File: src/rtl/csi2_data_types_pkg.sv
// Shared CSI-2 short packet definitions: data type codes, header layout and TX FSM states.
// Used by both the transmit generator and the receive-side parser.
package csi2_data_types_pkg;

    localparam logic [5:0] DT_FS = 6'h00;
    localparam logic [5:0] DT_FE = 6'h01;
    localparam logic [5:0] DT_LS = 6'h02;
    localparam logic [5:0] DT_LE = 6'h03;

    localparam int NUM_TYPES = 4;

    typedef struct packed {
        logic [7:0] ecc;
        logic [7:0] wc_msb;
        logic [7:0] wc_lsb;
        logic [7:0] di;
    } csi2_short_pkt_t;

    typedef enum logic {
        TX_IDLE = 1'b0,
        TX_SEND = 1'b1
    } csi2_tx_state_e;

    // Encoding doubles as the bit index into the pending-flag vector.
    typedef enum logic [1:0] {
        SEL_FS = 2'd0,
        SEL_FE = 2'd1,
        SEL_LS = 2'd2,
        SEL_LE = 2'd3
    } csi2_pkt_sel_e;

endpackage

File: src/rtl/csi2_ecc_gen.sv
// CSI-2 packet header ECC: 6-bit Hamming parity over the 24 header bits, top two bits zero.
// Purely combinational so the RX checker and long-packet header path can share it.
module csi2_ecc_gen (
    input  logic [23:0] data_i,
    output logic [7:0]  ecc_o
);

    assign ecc_o[0] = data_i[0]  ^ data_i[1]  ^ data_i[2]  ^ data_i[4]  ^ data_i[5]  ^
                      data_i[7]  ^ data_i[10] ^ data_i[11] ^ data_i[13] ^ data_i[16] ^
                      data_i[20] ^ data_i[21] ^ data_i[22] ^ data_i[23];
    assign ecc_o[1] = data_i[0]  ^ data_i[1]  ^ data_i[3]  ^ data_i[4]  ^ data_i[6]  ^
                      data_i[8]  ^ data_i[10] ^ data_i[12] ^ data_i[14] ^ data_i[17] ^
                      data_i[20] ^ data_i[21] ^ data_i[22] ^ data_i[23];
    assign ecc_o[2] = data_i[0]  ^ data_i[2]  ^ data_i[3]  ^ data_i[5]  ^ data_i[6]  ^
                      data_i[9]  ^ data_i[11] ^ data_i[12] ^ data_i[15] ^ data_i[18] ^
                      data_i[20] ^ data_i[21] ^ data_i[22];
    assign ecc_o[3] = data_i[1]  ^ data_i[2]  ^ data_i[3]  ^ data_i[7]  ^ data_i[8]  ^
                      data_i[9]  ^ data_i[13] ^ data_i[14] ^ data_i[15] ^ data_i[19] ^
                      data_i[20] ^ data_i[21] ^ data_i[23];
    assign ecc_o[4] = data_i[4]  ^ data_i[5]  ^ data_i[6]  ^ data_i[7]  ^ data_i[8]  ^
                      data_i[9]  ^ data_i[16] ^ data_i[17] ^ data_i[18] ^ data_i[19] ^
                      data_i[20] ^ data_i[22] ^ data_i[23];
    assign ecc_o[5] = data_i[10] ^ data_i[11] ^ data_i[12] ^ data_i[13] ^ data_i[14] ^
                      data_i[15] ^ data_i[16] ^ data_i[17] ^ data_i[18] ^ data_i[19] ^
                      data_i[21] ^ data_i[22] ^ data_i[23];
    assign ecc_o[7:6] = 2'b00;

endmodule

File: src/rtl/csi2_short_pkt_gen.sv
// CSI-2 short packet transmitter: turns FS/FE/LS/LE request pulses into headers with ECC
// and keeps the frame and line counters that feed the data field.
module csi2_short_pkt_gen
    import csi2_data_types_pkg::*;
#(
    parameter logic [1:0]  VC            = 2'd0,
    parameter logic [15:0] FRAME_NUM_MAX = 16'd0,
    parameter logic        LINE_NUM_EN   = 1'b1
) (
    input  logic        clk_i,
    input  logic        rst_i,
    input  logic        frame_start_req_i,
    input  logic        frame_end_req_i,
    input  logic        line_start_req_i,
    input  logic        line_end_req_i,
    output logic [31:0] pkt_o,
    output logic        pkt_valid_o,
    input  logic        pkt_ready_i,
    output logic [15:0] frame_number_o,
    output logic [15:0] line_number_o,
    output logic        overflow_o
);

    csi2_tx_state_e  state_q, state_d;
    csi2_pkt_sel_e   sel_q, sel_d;
    csi2_short_pkt_t pkt_q, pkt_d;
    logic [3:0]      pend_q, pend_d;
    logic            valid_q, valid_d;
    logic [15:0]     frame_q, frame_d;
    logic [15:0]     line_q, line_d;
    logic            overflow_q, overflow_d;

    logic [3:0]      req, clr, ovf_hit;
    logic            load, handshake;
    csi2_pkt_sel_e   win;
    logic [15:0]     frame_inc, line_inc, wc;
    logic [5:0]      dt;
    logic [23:0]     hdr;
    logic [7:0]      ecc;

    assign req       = {line_end_req_i, line_start_req_i, frame_end_req_i, frame_start_req_i};
    assign load      = (state_q == TX_IDLE) && (|pend_q);
    assign handshake = (state_q == TX_SEND) && valid_q && pkt_ready_i;

    // A request landing on the clearing handshake re-arms the flag and is not an overflow.
    genvar gi;
    for (gi = 0; gi < NUM_TYPES; gi++) begin : g_pend
        assign clr[gi]     = handshake && (sel_q == 2'(gi));
        assign pend_d[gi]  = req[gi] || (pend_q[gi] && !clr[gi]);
        assign ovf_hit[gi] = req[gi] && pend_q[gi] && !clr[gi];
    end

    always_comb begin
        win = SEL_LS;
        if (pend_q[SEL_LE])      win = SEL_LE;
        else if (pend_q[SEL_FE]) win = SEL_FE;
        else if (pend_q[SEL_FS]) win = SEL_FS;
    end

    // Frame counter also wraps at 16'hFFFF so it stays in 1.. when the field is disabled.
    assign frame_inc = ((frame_q == FRAME_NUM_MAX) || (frame_q == 16'hFFFF)) ? 16'd1 : frame_q + 16'd1;
    assign line_inc  = (line_q == 16'hFFFF) ? 16'd1 : line_q + 16'd1;

    always_comb begin
        dt = DT_LS;
        wc = 16'd0;
        case (win)
            SEL_FS: begin dt = DT_FS; wc = (FRAME_NUM_MAX == 16'd0) ? 16'd0 : frame_inc; end
            SEL_FE: begin dt = DT_FE; wc = (FRAME_NUM_MAX == 16'd0) ? 16'd0 : frame_q;   end
            SEL_LS: begin dt = DT_LS; wc = LINE_NUM_EN ? line_inc : 16'd0;                end
            SEL_LE: begin dt = DT_LE; wc = LINE_NUM_EN ? line_q   : 16'd0;                end
        endcase
    end

    assign hdr = {wc, VC, dt};

    csi2_ecc_gen u_ecc (
        .data_i (hdr),
        .ecc_o  (ecc)
    );

    always_ff @(posedge clk_i or posedge rst_i) begin
        if (rst_i) begin
            state_q    <= TX_IDLE;
            sel_q      <= SEL_FS;
            pkt_q      <= '0;
            pend_q     <= '0;
            valid_q    <= 1'b0;
            frame_q    <= '0;
            line_q     <= '0;
            overflow_q <= 1'b0;
        end else begin
            state_q    <= state_d;
            sel_q      <= sel_d;
            pkt_q      <= pkt_d;
            pend_q     <= pend_d;
            valid_q    <= valid_d;
            frame_q    <= frame_d;
            line_q     <= line_d;
            overflow_q <= overflow_d;
        end
    end

    always_comb begin
        state_d = state_q;
        case (state_q)
            TX_IDLE: if (|pend_q) state_d = TX_SEND;
            TX_SEND: if (valid_q && pkt_ready_i) state_d = TX_IDLE;
        endcase
    end

    always_comb begin
        pkt_d      = pkt_q;
        valid_d    = valid_q;
        sel_d      = sel_q;
        frame_d    = frame_q;
        line_d     = line_q;
        overflow_d = overflow_q | (|ovf_hit);
        if (load) begin
            pkt_d   = {ecc, hdr};
            valid_d = 1'b1;
            sel_d   = win;
            if (win == SEL_FS) begin
                frame_d = frame_inc;
                line_d  = 16'd0;
            end else if (win == SEL_LS) begin
                line_d  = line_inc;
            end
        end else if (handshake) begin
            valid_d = 1'b0;
        end
    end

    assign pkt_o          = pkt_q;
    assign pkt_valid_o    = valid_q;
    assign frame_number_o = frame_q;
    assign line_number_o  = line_q;
    assign overflow_o     = overflow_q;

endmodule

File: config.mk
export PLATFORM = sky130hd
export DESIGN_NAME = csi2_short_pkt_gen
export DESIGN_NICKNAME = d
export VERILOG_FILES = /design/src/rtl/csi2_data_types_pkg.sv /design/src/rtl/csi2_ecc_gen.sv /design/src/rtl/csi2_short_pkt_gen.sv
export SDC_FILE = /design/constraint.sdc
export NUM_CORES = 1
export LEC_CHECK = 0
export ABC_CLOCK_PERIOD_IN_PS = 2900
export BUFFER_PORTS_ARGS = -buffer_cell sky130_fd_sc_hd__buf_2
export CELL_PAD_IN_SITES_DETAIL_PLACEMENT = 0
export CELL_PAD_IN_SITES_GLOBAL_PLACEMENT = 1
export CORE_ASPECT_RATIO = 0.7
export CORE_MARGIN = 5
export CORE_UTILIZATION = 38
export CTS_CLUSTER_DIAMETER = 40
export DETAILED_ROUTE_END_ITERATION = 8
export GPL_ROUTABILITY_DRIVEN = 0
export PLACE_DENSITY_LB_ADDON = 0.1
export RECOVER_POWER = 25
export SYNTH_ARGS = -nofsm -noshare
export SYNTH_HDL_FRONTEND = slang
export SYNTH_SLANG_ARGS = --single-unit
export TNS_END_PERCENT = 10
File: constraint.sdc
create_clock -name clk_i -period 2.9 [get_ports clk_i]
set_clock_uncertainty 0.15 [all_clocks]
set_input_delay 0.435 -clock clk_i [delete_from_list [all_inputs] [get_ports clk_i]]
set_output_delay 0.435 -clock clk_i [all_outputs]
set_load 0.02 [all_outputs]
==> summary.md <==
| Metric | Value |
|---|---|
| Pwr Total | 2.93 mW |
| Cts hold-fix bufs | 0 |
| Final antenna-violating net count | 0 |
| Largest cells by area after synthesis | dfrtp_1, nand2_1, o21ai_0 |
| PwrDens | 549 mW/mm^2 |
| Post-Layout Cell Count | 714 |
| Latest clock arrival within the worst-skew pair | 340 ps |
| Die X | 132 um |
| Most instantiated library cell after synthesis | nand2_1 |
| Initial Util | 38.8% |
| Filler cell count in the final layout | 986 |
| Post-Syn Instances | 457 |
| Share of cells above drive strength 1 | 32.0% |
| Hold Crit Class | input port to flip-flop |
| # H-tree levels | 3 |
| P_leak | 2.48 nW |
| Vias in the first global route | 3523 |
| Drt wl/cell | 17.0 um |
| Multi-input logic area | 0.00232 sq mm |
| Design area | 0.00534 sq mm |
| Post-Place Cell Area | 0.00483 sq mm |
| First-pass GRT wire length | 19.9 mm |
| Nets | 590 |
| Placed cells | 692 |
| Pin count of the biggest net entering global routing | 37 |
| Most used DFF post-synth | dfrtp_1 |
| TritonCTS clock tree | built |
| Area share of the largest cell type after synthesis | 40.2% |
| Worst EP required | 2960 ps |
| Max-slew violation count | 0 |
| Unique masters post-synth | 58 |
| Sequential Area | 0.00160 sq mm |
| Setup crit start kind | flip-flop |
| EDFF count, synth | 0 |
| Vias | 3765 |
| Synth cell count leaders | nand2_1, dfrtp_1, o21ai_0, nor2_1, xnor2_1 |
| Max-cap violations | 0 |
| Syn Area/Cell | 8.72 sq um |
| Worst VDD drop | 0.290 mV |
| Total track usage | 20.1% |
| Area leader, netlist | dfrtp_1 |
| Final core occ | 51.9% |
| Critical path fanouts, max | 6 |
| Buffer depth of the longest clock path | 2 |
| Ys Warns | 0 |
| Final period util | 98.0% |
| Pre-CTS setup slack | -123 ps |
| CP Capture Type | flip-flop |
| Gr ovfl total | 0 |
| Seq/Total Area, Yosys | 40.2% |
| RSZ-0062 raised after global routing | true |
| Max-slew headroom | 18.7% |
| Max Freq | 352 MHz |
| DR iter-0 viols | 291 |
| Setup tns final | 0 ps |
| Post-route worst setup slack | 58.6 ps |
| Cell Rows | 31 |
| CTS clock-pin slew for the worst setup and hold paths | 60 ps |
| Placeable Area | 0.0103 sq mm |
| Ant. Diodes | 0 |
| Die area | 0.0127 sq mm |
| CP Data Arrival Time | 2910 ps |
| Top Ports | 73 |
| Worst-Margin Slew | 1220 ps |
| Area delta synth->final | 34.0% |
| Clock sinks | 64 |
| FF+latch count, synth | 64 |
| PortBufs | 64 |
| Post-synthesis cell area | 0.00398 sq mm |
| Initial antenna violation count | 0 |
| Critical path class | flip-flop to flip-flop |
| Drt first pass iters | 5 |
| WHS | 137 ps |
| Setup violators final | 0 |
| Final wirelength | 12.2 mm |
| TritonCTS buffer count | 9 |
| Die height | 95.7 um |
| Root Buffer | clkbuf_16 |
| Via density | 5.27 |
| DP HPWL | 9.22 mm |
| DR DRC count | 0 |
| Ys async rst share | 100% |
| Post-route minimum period | 2840 ps |
| Status | finished clean |
| Fin. Hold Viols | 0 |
report_power, final:
group	switching [mW]	internal, mW
combinational	0.394	0.260
sequential	0.0535	0.961
clock	0.424	0.840
cells in the final DEF, fill, tap and decap left out, drive strengths merged, types with 6 or more instances in the layout:
master / count
clkbuf: 10
o21ai: 51
o31ai: 10
or3: 6
nor2: 35
and3: 9
buf: 132
nand2: 81
xor2: 12
a21oi: 17
and2: 9
o211ai: 8
nand4: 8
nand3: 19
xnor2: 20
ha: 6
xnor3: 6
inv: 13
conb: 8
dfrtp: 64
cell families (layout without fill, tap and decap cells):
group | count (synthesis) | count (layout) | share of synthesized area, %
simple gates | 188 | 188 | 22.2
other cells | 1 | 8 | 0.0941
buf+inv | 44 | 162 | 5.56
fa+ha+maj | 6 | 6 | 1.88
mux | 1 | 1 | 0.565
flops | 64 | 64 | 40.2
xor+xnor | 39 | 39 | 11.5
compound gates | 114 | 114 | 18.0
registers in the layout (all words and copies together), names as in the netlist:
register        cells
pkt_o              24
pkt_valid_o         1
overflow_o          1
state_q             1
pend_q              4
sel_q               1
line_number_o      16
frame_number_o     16
final cells by class:
class	instances	area share, %
Multi-Input combinational cell	356	43.5
Sequential cell	64	30.0
Timing Repair Buffer	133	16.0
Clock buffer	9	4.22
Tap cell	132	3.09
Clock inverter	7	2.25
Inverter	13	0.961
per-layer routing:
metal | part of all wire, % | GRT usage, %
met4 | 1.2 | 5.68
met5 | 0 | 0
met3 | 7.5 | 5.80
met2 | 40 | 27.6
met1 | 51 | 30.3
final timing paths:
check / from / slack, ps / cells after the start / endpoint
max: pend_q[1] / 60 / 11 / pkt_o[25]
min: line_start_req_i / 140 / 3 / pend_q[2]
max reg2reg: pend_q[1] / 60 / 11 / pkt_o[25]
min reg2reg: overflow_o / 310 / 1 / overflow_o
max in group asynchronous: rst_i / 710 / 3 / line_number_o[1]
min in group asynchronous: rst_i / 270 / 2 / overflow_o
critical path, stage by stage (launching register included):
cell and delay, ps:
dfrtp_1 410, nor2_1 80, or2_4 260, ha_4 200, o21a_2 260, buf_4 170
o21ai_1 170, o31ai_2 160, xor2_1 300, xnor3_2 330, xnor2_1 170, o21ai_1 70
timing repair:
item	in CTS	in global routing
endpoints found under the setup margin	6	6
setup buffers	1	5
pin swaps	3	6
gates resized for setup	15	14
(Power assumes the default switching activity.)
